**config.mk**
```make
export PLATFORM = sky130hd
export DESIGN_NAME = hazard_stall_ctrl
export DESIGN_NICKNAME = d
export VERILOG_FILES = /design/src/rtl/hazard_pkg.sv /design/src/rtl/hazard_stall_ctrl_stall_counter.sv /design/src/rtl/hazard_stall_ctrl.sv
export SDC_FILE = /design/constraint.sdc
export NUM_CORES = 1
export LEC_CHECK = 0
export ABC_AREA = 1
export BUFFER_PORTS_ARGS = -buffer_cell sky130_fd_sc_hd__buf_4
export CAP_MARGIN = 20
export CORE_AREA = 2 2 39 41
export CTS_CLUSTER_DIAMETER = 150
export DETAILED_ROUTE_END_ITERATION = 8
export DIE_AREA = 0 0 41 43
export SETUP_SLACK_MARGIN = 0.2
export SYNTH_ARGS = -nofsm -noshare
export SYNTH_HDL_FRONTEND = slang
export SYNTH_SLANG_ARGS = --single-unit
```
**constraint.sdc**
```tcl
create_clock -name clk -period 1.5 [get_ports clk]
set_input_delay 0.225 -clock clk [delete_from_list [all_inputs] [get_ports clk]]
set_output_delay 0.225 -clock clk [all_outputs]
set_load 0.005 [all_outputs]
```
**src/rtl/hazard_pkg.sv**
```systemverilog
// ============================================================================
// Module : hazard_pkg
// Brief  : Shared state encoding, default stall latencies and NOP encoding
//          for the decode-stage hazard stall controller.
// Rev    : 1.0  initial release
// ============================================================================
`default_nettype none

package hazard_pkg;

    localparam logic [1:0] IDLE   = 2'd0;
    localparam logic [1:0] DSTALL = 2'd1;
    localparam logic [1:0] BWAIT  = 2'd2;

    typedef enum logic [1:0] {
        ST_IDLE   = IDLE,
        ST_DSTALL = DSTALL,
        ST_BWAIT  = BWAIT
    } hazard_state_e;

    localparam int c_def_data_stall_ex  = 2;
    localparam int c_def_data_stall_mem = 1;
    localparam int c_def_branch_lat     = 2;
    localparam int c_def_cnt_w          = 2;

    // addi x0, x0, 0 -- what the pipeline registers load for a bubble/flush
    localparam logic [31:0] c_nop_instr = 32'h0000_0013;

endpackage

`default_nettype wire

```
**src/rtl/hazard_stall_ctrl_stall_counter.sv**
```systemverilog
// ============================================================================
// Module : stall_counter
// Brief  : Remaining-cycle down-counter with load, decrement and is_one flag.
// Rev    : 1.0  initial release
// ============================================================================
`default_nettype none

module stall_counter #(
    parameter int CNT_W = 2
) (
    input  logic             clk,
    input  logic             rst,
    input  logic             load,
    input  logic [CNT_W-1:0] load_val,
    input  logic             dec,
    output logic             is_one
);

    logic [CNT_W-1:0] r_cnt;

    // Decrement floors at 1 so the count never wraps inside a stall.
    always_ff @(posedge clk) begin
        if (rst) begin
            r_cnt <= '0;
        end else if (load) begin
            r_cnt <= load_val;
        end else if (dec && (r_cnt > CNT_W'(1))) begin
            r_cnt <= r_cnt - CNT_W'(1);
        end
    end

    assign is_one = (r_cnt == CNT_W'(1));

endmodule

`default_nettype wire

```
**src/rtl/hazard_stall_ctrl.sv**
```systemverilog
// ============================================================================
// Module : hazard_stall_ctrl
// Brief  : Turns decode-stage data/branch hazard flags into PC hold, IF/ID
//          hold, ID/EX bubble and IF/ID flush, each held for a counted span.
//          Optional HAZARD_STALL_STATS_EN adds stall/flush cycle counters.
// Rev    : 1.0  initial release
// ============================================================================
`default_nettype none

module hazard_stall_ctrl
    import hazard_pkg::*;
#(
    parameter int DATA_STALL_EX  = c_def_data_stall_ex,
    parameter int DATA_STALL_MEM = c_def_data_stall_mem,
    parameter int BRANCH_LAT     = c_def_branch_lat,
    parameter int CNT_W          = c_def_cnt_w
) (
    input  logic clk,
    input  logic rst,
    input  logic data_haz_s1,
    input  logic data_haz_s2,
    input  logic branch_haz,
    input  logic branch_resolved,
    output logic pc_write_en,
    output logic if_id_write_en,
    output logic id_ex_bubble,
    output logic if_id_flush,
    output logic stall_active
`ifdef HAZARD_STALL_STATS_EN
    ,
    output logic [15:0] data_stall_cycles,
    output logic [15:0] branch_flush_cycles
`endif
);

    localparam int c_cnt_max = 1 << CNT_W;
    localparam logic [CNT_W-1:0] c_ex_load  = CNT_W'(DATA_STALL_EX - 1);
    localparam logic [CNT_W-1:0] c_mem_load = CNT_W'(DATA_STALL_MEM - 1);
    localparam logic [CNT_W-1:0] c_br_load  = CNT_W'(BRANCH_LAT - 1);

    generate
        if ((DATA_STALL_EX < 1) || (DATA_STALL_EX > c_cnt_max) ||
            (DATA_STALL_MEM < 1) || (DATA_STALL_MEM > c_cnt_max) ||
            (BRANCH_LAT < 1) || (BRANCH_LAT > c_cnt_max) || (CNT_W < 1)) begin : g_param_check
            $error("hazard_stall_ctrl: stall latency parameter out of range 1..2^CNT_W");
        end
    endgenerate

    hazard_state_e    r_state;
    hazard_state_e    w_next;
    logic             w_load;
    logic [CNT_W-1:0] w_load_val;
    logic             w_dec;
    logic             w_is_one;

    stall_counter #(
        .CNT_W (CNT_W)
    ) u_stall_counter (
        .clk      (clk),
        .rst      (rst),
        .load     (w_load),
        .load_val (w_load_val),
        .dec      (w_dec),
        .is_one   (w_is_one)
    );

    always_ff @(posedge clk) begin
        if (rst) begin
            r_state <= ST_IDLE;
        end else begin
            r_state <= w_next;
        end
    end

    // IDLE outputs follow the hazard inputs directly so a stall costs no
    // detection cycle; the counted states drive fixed Moore outputs.
    always_comb begin
        w_next         = r_state;
        w_load         = 1'b0;
        w_load_val     = '0;
        w_dec          = 1'b0;
        pc_write_en    = 1'b1;
        if_id_write_en = 1'b1;
        id_ex_bubble   = 1'b0;
        if_id_flush    = 1'b0;
        stall_active   = 1'b0;
        if (rst) begin
            w_next = ST_IDLE;
        end else begin
            case (r_state)
                ST_IDLE: begin
                    if (data_haz_s2 || data_haz_s1) begin
                        pc_write_en    = 1'b0;
                        if_id_write_en = 1'b0;
                        id_ex_bubble   = 1'b1;
                        stall_active   = 1'b1;
                        if (data_haz_s2 && (DATA_STALL_EX > 1)) begin
                            w_load     = 1'b1;
                            w_load_val = c_ex_load;
                            w_next     = ST_DSTALL;
                        end else if (!data_haz_s2 && (DATA_STALL_MEM > 1)) begin
                            w_load     = 1'b1;
                            w_load_val = c_mem_load;
                            w_next     = ST_DSTALL;
                        end
                    end else if (branch_haz) begin
                        pc_write_en  = 1'b0;
                        if_id_flush  = 1'b1;
                        stall_active = 1'b1;
                        if (BRANCH_LAT > 1) begin
                            w_load     = 1'b1;
                            w_load_val = c_br_load;
                            w_next     = ST_BWAIT;
                        end
                    end
                end
                ST_DSTALL: begin
                    pc_write_en    = 1'b0;
                    if_id_write_en = 1'b0;
                    id_ex_bubble   = 1'b1;
                    stall_active   = 1'b1;
                    if (w_is_one) begin
                        w_next = ST_IDLE;
                    end else begin
                        w_dec = 1'b1;
                    end
                end
                ST_BWAIT: begin
                    pc_write_en  = 1'b0;
                    if_id_flush  = 1'b1;
                    stall_active = 1'b1;
                    if (branch_resolved || w_is_one) begin
                        w_next = ST_IDLE;
                    end else begin
                        w_dec = 1'b1;
                    end
                end
                default: begin
                    w_next = ST_IDLE;
                end
            endcase
        end
    end

`ifdef HAZARD_STALL_STATS_EN
    logic [15:0] r_data_stall_cycles;
    logic [15:0] r_branch_flush_cycles;

    always_ff @(posedge clk) begin
        if (rst) begin
            r_data_stall_cycles   <= '0;
            r_branch_flush_cycles <= '0;
        end else begin
            if (id_ex_bubble && (r_data_stall_cycles != 16'hFFFF)) begin
                r_data_stall_cycles <= r_data_stall_cycles + 16'd1;
            end
            if (if_id_flush && (r_branch_flush_cycles != 16'hFFFF)) begin
                r_branch_flush_cycles <= r_branch_flush_cycles + 16'd1;
            end
        end
    end

    assign data_stall_cycles   = r_data_stall_cycles;
    assign branch_flush_cycles = r_branch_flush_cycles;
`endif

endmodule

`default_nettype wire
```
---- Word-level counts from Yosys, hierarchy flattened ----
Index checks and enable logic that the tools add are counted.
storage, ports and cells
  bits in registers ....................... 4
  output and inout port bits .............. 5
  input port bits ......................... 6
cells by class
  magnitude comparators ................... 1
  equality and inequality tests ........... 7
  add/sub/neg operators ................... 1
  mux-type cells .......................... 37
  reduce and logical (&&, ||, !) cells .... 7
operator list
  operator                                                               number
  1-bit 2-to-1 mux                                                       21
  2-bit 2-to-1 mux                                                       9
  1-bit case mux with 2 select lines                                     6
  3-bit inequality test (second input constant)                          2
  2-bit case mux with 3 select lines                                     1
  2-bit by 1-bit == test with 1-bit output (second input constant)       2
  2-bit inequality test (second input constant)                          2
  4-bit AND reduction                                                    1
  2-bit == test (second input constant)                                  1
  2-bit by 1-bit > comparator with 1-bit output (second input constant)  1
  2-bit logical NOT                                                      1
  1-bit logical OR                                                       2
  2-bit nonzero test                                                     1
  2-bit OR reduction                                                     1
  2-bit by 1-bit subtractor with 2-bit output (second input constant)    1
  1-bit logical AND                                                      1

---- Depth between registers and ports, before layout ----
Gate-level depths: netlist (run 1).
  depth in word-level cells ............... 8
  gate-level depth with buffers ........... 9
  depth with buffers taken out ............ 9

---- Modules after synthesis ----
Synthesis (run 1) repeated with hierarchy kept, for this count alone.
unflattened totals
  cell total of the unflattened synthesis .. 64
  area, all modules ....................... 416.6 sq um
modules (own cells, without submodules)
  module             area each (sq um)  cells an instance  instances
  hazard_stall_ctrl  297.8              47                 1
  stall_counter      118.9              17                 1

---- Least setup slack after synthesis (run 1) ----
OpenSTA, ideal clock, no wires.
  path type ............................... reg-to-output
  start ................................... register r_state[0]
  end ..................................... output if_id_flush
  stages on the path, launching flop included .. 8
  data required time ...................... 1.275 ns
  data arrival time ....................... 1.045 ns
  path slack .............................. 0.230 ns
  path through ............................ dfxtp_1 -> inv_1 -> ha_1 -> inv_1 -> nor3_2 -> inv_1 -> nor2_1 -> o21a_1
on the way
  word-level cells in the longest chain between the ends .. 3
  elaborated cells between the ends (all ways) .. 4
ends and longest elaborated chain
  what                                                line                     source
  from (decl)                                         hazard_stall_ctrl.sv:49  hazard_state_e r_state;
  from (signal assigned)                              hazard_stall_ctrl.sv:71  r_state <= w_next;
  2-bit == test or 2-bit logical NOT (tied branches)  hazard_stall_ctrl.sv:90  case (r_state)
  1-bit case mux with 2 select lines *                hazard_stall_ctrl.sv:90
  1-bit 2-to-1 mux *                                  hazard_stall_ctrl.sv:87  if (rst) begin
  to (decl)                                           hazard_stall_ctrl.sv:27  output logic if_id_flush,
Mark *: on every way between the ends. The rest lies on a longest branch, timed or not.

---- Worst setup path after layout (run 1) ----
  start ................................... register r_state[0]
  end ..................................... output id_ex_bubble
on the way
  word-level cells in the longest chain between the ends .. 3
  elaborated cells between the ends (all ways) .. 4
ends and longest elaborated chain
  what                                                                           line                     source
  2-bit by 1-bit == test with 1-bit output or 2-bit logical NOT (tied branches)  hazard_stall_ctrl.sv:90
  1-bit case mux with 2 select lines *                                           hazard_stall_ctrl.sv:90
  1-bit 2-to-1 mux *                                                             hazard_stall_ctrl.sv:87
  to (decl)                                                                      hazard_stall_ctrl.sv:26  output logic id_ex_bubble,
Marked as above.

==> reports/qor.txt, run 1 <==
Multi-input logic area = 293 µm²
Via count = 480
Commonest non-fill, non-tap cells in the layout = buf_4 (25), nand2_1 (13), inv_1 (9), nor2_1 (9), nand3_1 (6)
Final #Nets = 107
Initial Util = 27.8%
Setup Viol. Count Final = 5
Flops & latches, synth = 4
R2r worst-path depth = 12
Vias in the first global route = 477
CTS max path bufs = 2
Global-route wire length before repair = 1.92 mm
Hold Path Class = input pin to flip-flop
Sequential Power Share = 19.6%
RD Place Congestion = 0.797
R2r startpoint = r_state[1]$_SDFFE_PP0P_
CP arrival = 1.36 ns
Initial DRC count = 11
Fill cells = 131
Die area = 1760 µm²
Max-slew violations = 0
Share of cells above drive strength 1 = 46.8%
Area Overhead vs Synth = 77.9%
Vias per inst = 4.36
TritonCTS buffer count = 3
DRT Pass-1 Iters = 4
CP startpoint kind = flip-flop
Storage cell area = 82.6 µm²
Synthesized area = 384 µm²
Row count = 14
Synth unique cells = 16
Worst Tran Pin Value = 0.276 ns
Top Ports = 11
Most common cell after layout, fill and taps aside = buf_4
Post-CTS Hold Buffers = 0
Syn Area/Cell = 6.00 µm²
Max Clk Rate = 631 MHz
WL per Instance = 11.2 µm
Relative slew slack = 81.5%
Status = complete, but fails checks
Hold Path Depth = 2
Share of power burned in combinational logic = 60.6%
Die Y = 43 µm
Internal Power = 0.420 mW
Gr usage total = 16.3%
Final HPWL DP = 687 µm
Grt ovf = 0
Synth area leader = dfxtp_1
Clock skew = 0.00676 ns
Final worst slack = -0.0857 ns
Core ar. = 1380 µm²
VDD IR max = 0.000608 V
Top-area cell type share of the netlist area = 20.8%
Pwr Density = 941 nW/µm²
Sequential area share after synthesis = 20.8%
Largest net degree at the start of global routing = 8
Clock sink count = 4
CTS tree = built
Leakage power = 0.348 nW
Final worst path period need = 1.59 ns
Hold_sp = rst
Net Sw Frac = 34.7%
Reg2Reg Capture Point = r_state[0]$_SDFFE_PP0P_
Final WL = 1.23 mm
Root Driver = clkbuf_4
Max-cap violations = 0
Period utilization = 106%
Remaining DRCs = 0
Sw power = 0.223 mW
Die width = 41 µm
Crit path kind = flip-flop to output port
Worst skew pair latency = 0.23 ns
Max FO, Critical Path = 2
Final ANT Viol Nets = 0
# diodes = 0
Pwr Total = 0.643 mW
Worst reg-to-reg setup slack = -0.07 ns
Failing checks = setup timing
Initial antenna violation count = 0
Clock power share = 19.8%
Post-synthesis instance total = 64
Crit path required time = 1.27 ns
RSZ-0062 raised after global routing = true
Syn nets = 75
Final hold vios = 0
PortBufs = 10
Hold EP = r_state[0]$_SDFFE_PP0P_
Top cells by area, synth = dfxtp_1 (21%), ha_1 (16%), inv_1 (13%)
# placed instances = 93
H-tree lvl count = 1
Critical Path End Type = output port
Finished Layout Cells = 110
Synth warn = 0
Clock slew at reported path FFs = 0.03 ns
==> cell usage after synthesis <==
cell      count
nand2_2       1
inv_2         1
nor2_2        1
nand2_1      13
o21ai_0       1
o211ai_1      1
nor3_1        1
nand3_1       6
o21a_1        1
a21oi_1       4
nor3_2        1
ha_1          5
dfxtp_1       4
o21ai_1       1
nor2_1       10
inv_1        13
==> power groups by stage <==
stage	Combinational (mW)	Sequential (mW)	Clock (mW)
finish	0.390	0.126	0.127
global route	0.420	0.128	0.149
CTS	0.336	0.126	0.132
detailed placement	0.214	0.125	0
global placement	0.214	0.125	0
floorplan	0.122	0.127	0
==> cell type report <==
class,instances,area share (%)
multi-input combinational,46,42.9
sequential,4,12.1
inverter,14,8.06
timing repair buffer,27,30.8
tap,16,2.93
clock buffer,3,3.30
==> logic make-up (layout without fill, tap and decap cells) <==
group	count (synthesis)	count (layout)	share of synthesized area, %
compound gates	8	8	11.7
fa+ha+maj	5	5	16.3
buf+inv	14	44	13.7
flops	4	4	20.8
simple gates	33	33	37.5
==> per-stage QoR <==
| stage | cell area [µm²] | utilization, % | hold slack [ns] | setup WS, ns | TNS, ns |
|---|---|---|---|---|---|
| 2_1_floorplan | 384 | - | 0.294 | 0.230 | 0 |
| 3_3_place_gp | 502 | 36.3 | 0.462 | 0.106 | 0 |
| 3_5_place_dp | 502 | 36.3 | 0.464 | 0.0592 | 0 |
| 4_1_cts | 652 | 47.1 | 0.216 | -0.108 | -0.275 |
| 5_1_grt | 683 | 49.4 | 0.198 | -0.192 | -0.705 |
| 6_report | 683 | 49.4 | 0.215 | -0.0857 | -0.218 |
==> sequential cells by signal, indices dropped and copies added (netlist names) <==
signal	cells
u_stall_counter.r_cnt	2
r_state	2
==> what timing repair did <==
| item | 4_1_cts | 5_1_grt |
|---|---|---|
| setup buffers | 12 | 2 |
| setup endpoints to repair | 5 | 9 |
| resized for setup | 12 | 6 |
| pin swaps | 10 | 7 |
==> per-layer routing <==
layer / global-route usage (%) / vias up / wire, µm
li1: - / 260 / -
met2: 27.5 / 9 / 701
met1: 17.7 / 211 / 496
met4: 6.67 / 0 / 0
met5: 0 / - / 0
met3: 4.71 / 0 / 31
==> worst max-delay path, cell delays in order (launching register included) <==
cell,delay (ns)
dfxtp_2,0.31
inv_2,0.07
ha_4,0.15
inv_4,0.04
buf_6,0.11
buf_6,0.11
nor2_4,0.11
nor2_1,0.05
nor2_1,0.08
buf_4,0.11
==> worst max-delay path by stage <==
stage / from / endpoint / slack, ns / cells past startpoint
after floorplan: r_state[0]$_SDFFE_PP0P_ / if_id_flush / 0.23 / 7
after global placement: r_state[0]$_SDFFE_PP0P_ / if_id_flush / 0.11 / 8
after detailed placement: r_state[1]$_SDFFE_PP0P_ / if_id_flush / 0.06 / 8
after CTS: r_state[1]$_SDFFE_PP0P_ / if_id_flush / -0.11 / 8
after global routing: r_state[1]$_SDFFE_PP0P_ / id_ex_bubble / -0.19 / 9
final: r_state[0]$_SDFFE_PP0P_ / id_ex_bubble / -0.09 / 9
Note: power is estimated with default switching activity, not from simulation.
==> run 2, diff against run 1 <==
--- a/config.mk
+++ b/config.mk
@@ -5,7 +5,7 @@
 export SDC_FILE = /design/constraint.sdc
 export NUM_CORES = 1
 export LEC_CHECK = 0
-export ABC_AREA = 1
+export ABC_AREA = 0
 export BUFFER_PORTS_ARGS = -buffer_cell sky130_fd_sc_hd__buf_4
 export CAP_MARGIN = 20
 export CORE_AREA = 2 2 39 41
==> run 2 against run 1 <==
Against the previous run:
- the run still ends with setup timing left
- combinational power shrank 30%
- clock power is 13% higher
- clock skew rose by 0.0015 ns
- cell count is 25% lower
- core utilization down 1.6 points
==> reports/qor.txt, run 2 <==
Top-area cell type share of the netlist area = 22.5%
Final worst path period need = 1.55 ns
Max-cap violations = 0
Sw power = 0.176 mW
Root Driver = clkbuf_4
Clock sink count = 4
VDD IR max = 0.000290 V
Synth unique cells = 25
Hold Path Class = input pin to flip-flop
Final HPWL DP = 664 µm
Relative slew slack = 76.3%
Top Ports = 11
Remaining DRCs = 0
Status = complete, but fails checks
Clock skew = 0.00822 ns
Critical Path Sink = pc_write_en
H-tree lvl count = 1
Finished Layout Cells = 82
Die Y = 43 µm
Gr usage total = 13.9%
Leakage power = 0.280 nW
RD Place Congestion = 0.700
R2r worst-path depth = 6
Die area = 1760 µm²
Max Clk Rate = 644 MHz
Syn Area/Cell = 8.29 µm²
# placed instances = 69
CP arrival = 1.33 ns
Pwr Density = 814 nW/µm²
Syn nets = 54
Top Registers = r_state x2, u_stall_counter.r_cnt x2
Initial DRC count = 3
Design Area, Final = 661 µm²
Most common cell after layout, fill and taps aside = buf_4
RSZ-0062 raised after global routing = true
Worst reg-to-reg setup slack = 0.01 ns
Wl on met1 = 461 µm
Largest net degree at the start of global routing = 12
Setup Viol. Count Final = 2
Pre-CTS setup slack = 0.0228 ns
Clock power share = 26.5%
Final #Nets = 79
Multi-input logic area = 339 µm²
Number of flops mapped to enable cells by yosys = 0
Max FO, Critical Path = 3
Synth area leader = dfxtp_1
DRT Pass-1 Iters = 2
Commonest non-fill, non-tap cells in the layout = buf_4 (19), nor2_1 (4), a21oi_2 (3), clkbuf_4 (3), buf_6 (3)
Failing checks = setup timing
Dpl cell area = 468 µm²
Max-slew violations = 0
Grt ovf = 0
Commonest cells post-synth = a21oi_1 (5), ha_1 (5), dfxtp_1 (4), inv_1 (4), nor2_1 (4)
Synth warn = 0
Vias in the first global route = 376
Crit path kind = flip-flop to output port
Worst skew pair latency = 0.25 ns
Clock slew at reported path FFs = 0.04 ns
CTS tree = built
CP startpoint kind = flip-flop
Worst Tran Pin Value = 0.355 ns
Sequential area share after synthesis = 22.5%
Die width = 41 µm
Crit path launch = r_state[0]$_SDFFE_PP0P_
Core ar. = 1380 µm²
Final WL = 1.10 mm
DR top layer = met4
Area Overhead vs Synth = 85.3%
R2r startpoint = r_state[1]$_SDFFE_PP0P_
Internal Power = 0.361 mW
Share of cells above drive strength 1 = 72.7%
# diodes = 0
Initial antenna violation count = 0
Vias per inst = 4.88
PortBufs = 10
Initial Util = 25.8%
Met3 WL = 39 µm
CTS max path bufs = 2
Row count = 14
Top cells by area, synth = dfxtp_1 (22%), ha_1 (18%), a21oi_1 (7.0%)
Final hold vios = 0
Sequential Power Share = 23.0%
Critical Path End Type = output port
Async SR Flop Fraction = 0%
Net Sw Frac = 32.8%
Flops & latches, synth = 4
Synthesized area = 357 µm²
Via count = 400
WL per Instance = 13.4 µm
Post-synthesis instance total = 43
Share of power burned in combinational logic = 50.5%
Dominant synthesized flop cell = dfxtp_1
Fill cells = 135
Final worst slack = -0.0521 ns
Routed wl met2 = 587 µm
Storage cell area = 82.6 µm²
TritonCTS buffer count = 3
Crit path required time = 1.27 ns
Pwr Total = 0.538 mW
Reg2Reg Capture Point = r_state[1]$_SDFFE_PP0P_
Global-route wire length before repair = 1.63 mm
Hold WS = 0.241 ns
Period utilization = 103%
Final ANT Viol Nets = 0
-- run 2: logic make-up (layout without fill, tap and decap cells) --
group           after synthesis  in the layout  share of synthesized area, %
simple gates                 14             14                          26.3
compound gates               12             12                          21.8
buf+inv                       6             29                          6.66
fa+ha+maj                     5              5                          17.5
flops                         4              4                          22.5
xor+xnor                      1              1                          2.46
mux                           1              1                          2.81
-- run 2: metrics by stage --
step	utilization [%]	setup TNS [ns]
2_1_floorplan	-	0
6_report	47.7	-0.0945
3_5_place_dp	33.8	0
4_1_cts	42.1	-0.00900
3_3_place_gp	33.8	0
5_1_grt	47.7	-0.212
-- run 2: worst min-delay path by stage --
stage                startpoint                               endpoint  slack [ns]  depth (start not counted)
detailed placement          rst  u_stall_counter.r_cnt[0]$_SDFFE_PP0P_        0.47                          2
finish                      rst  u_stall_counter.r_cnt[0]$_SDFFE_PP0P_        0.24                          2
global route                rst  u_stall_counter.r_cnt[0]$_SDFFE_PP0P_        0.25                          2
CTS                         rst  u_stall_counter.r_cnt[0]$_SDFFE_PP0P_        0.22                          2
floorplan           data_haz_s2                r_state[0]$_SDFFE_PP0P_        0.40                          2
global placement            rst  u_stall_counter.r_cnt[0]$_SDFFE_PP0P_        0.47                          2
-- run 2: what timing repair did --
item	CTS	global route
hold buffers	0	0
setup endpoints to repair	9	9
setup buffers	8	2
resized for setup	9	12
pin swaps	3	7
-- run 2: power groups by stage --
stage,Clock [mW],Sequential (mW),Combinational [mW]
after CTS,0.142,0.122,0.222
after detailed placement,0,0.125,0.155
after floorplan,0,0.124,0.0958
after global routing,0.151,0.125,0.293
final,0.143,0.124,0.272
after global placement,0,0.125,0.157
-- run 2: per-layer routing --
layer | track usage (%) | up-vias
met3 | 6.28 | 2
met4 | 4.00 | 0
met2 | 23.1 | 7
met5 | 0 | -
li1 | - | 200
met1 | 15.0 | 191
-- run 2: final cells by class --
cell class / instances / share of cell area, %
clock buffers: 3 / 3.41
inverters: 4 / 3.03
multi-input cells: 33 / 51.3
flip-flops and latches: 4 / 12.5
well taps: 16 / 3.03
repair buffers: 22 / 26.7
-- run 2: worst max-delay path, cell delays in order, from the launching register on --
cell and delay, ns:
dfxtp_2 0.34, inv_4 0.05, ha_4 0.27, mux2i_1 0.08, or2_4 0.23, buf_6 0.11
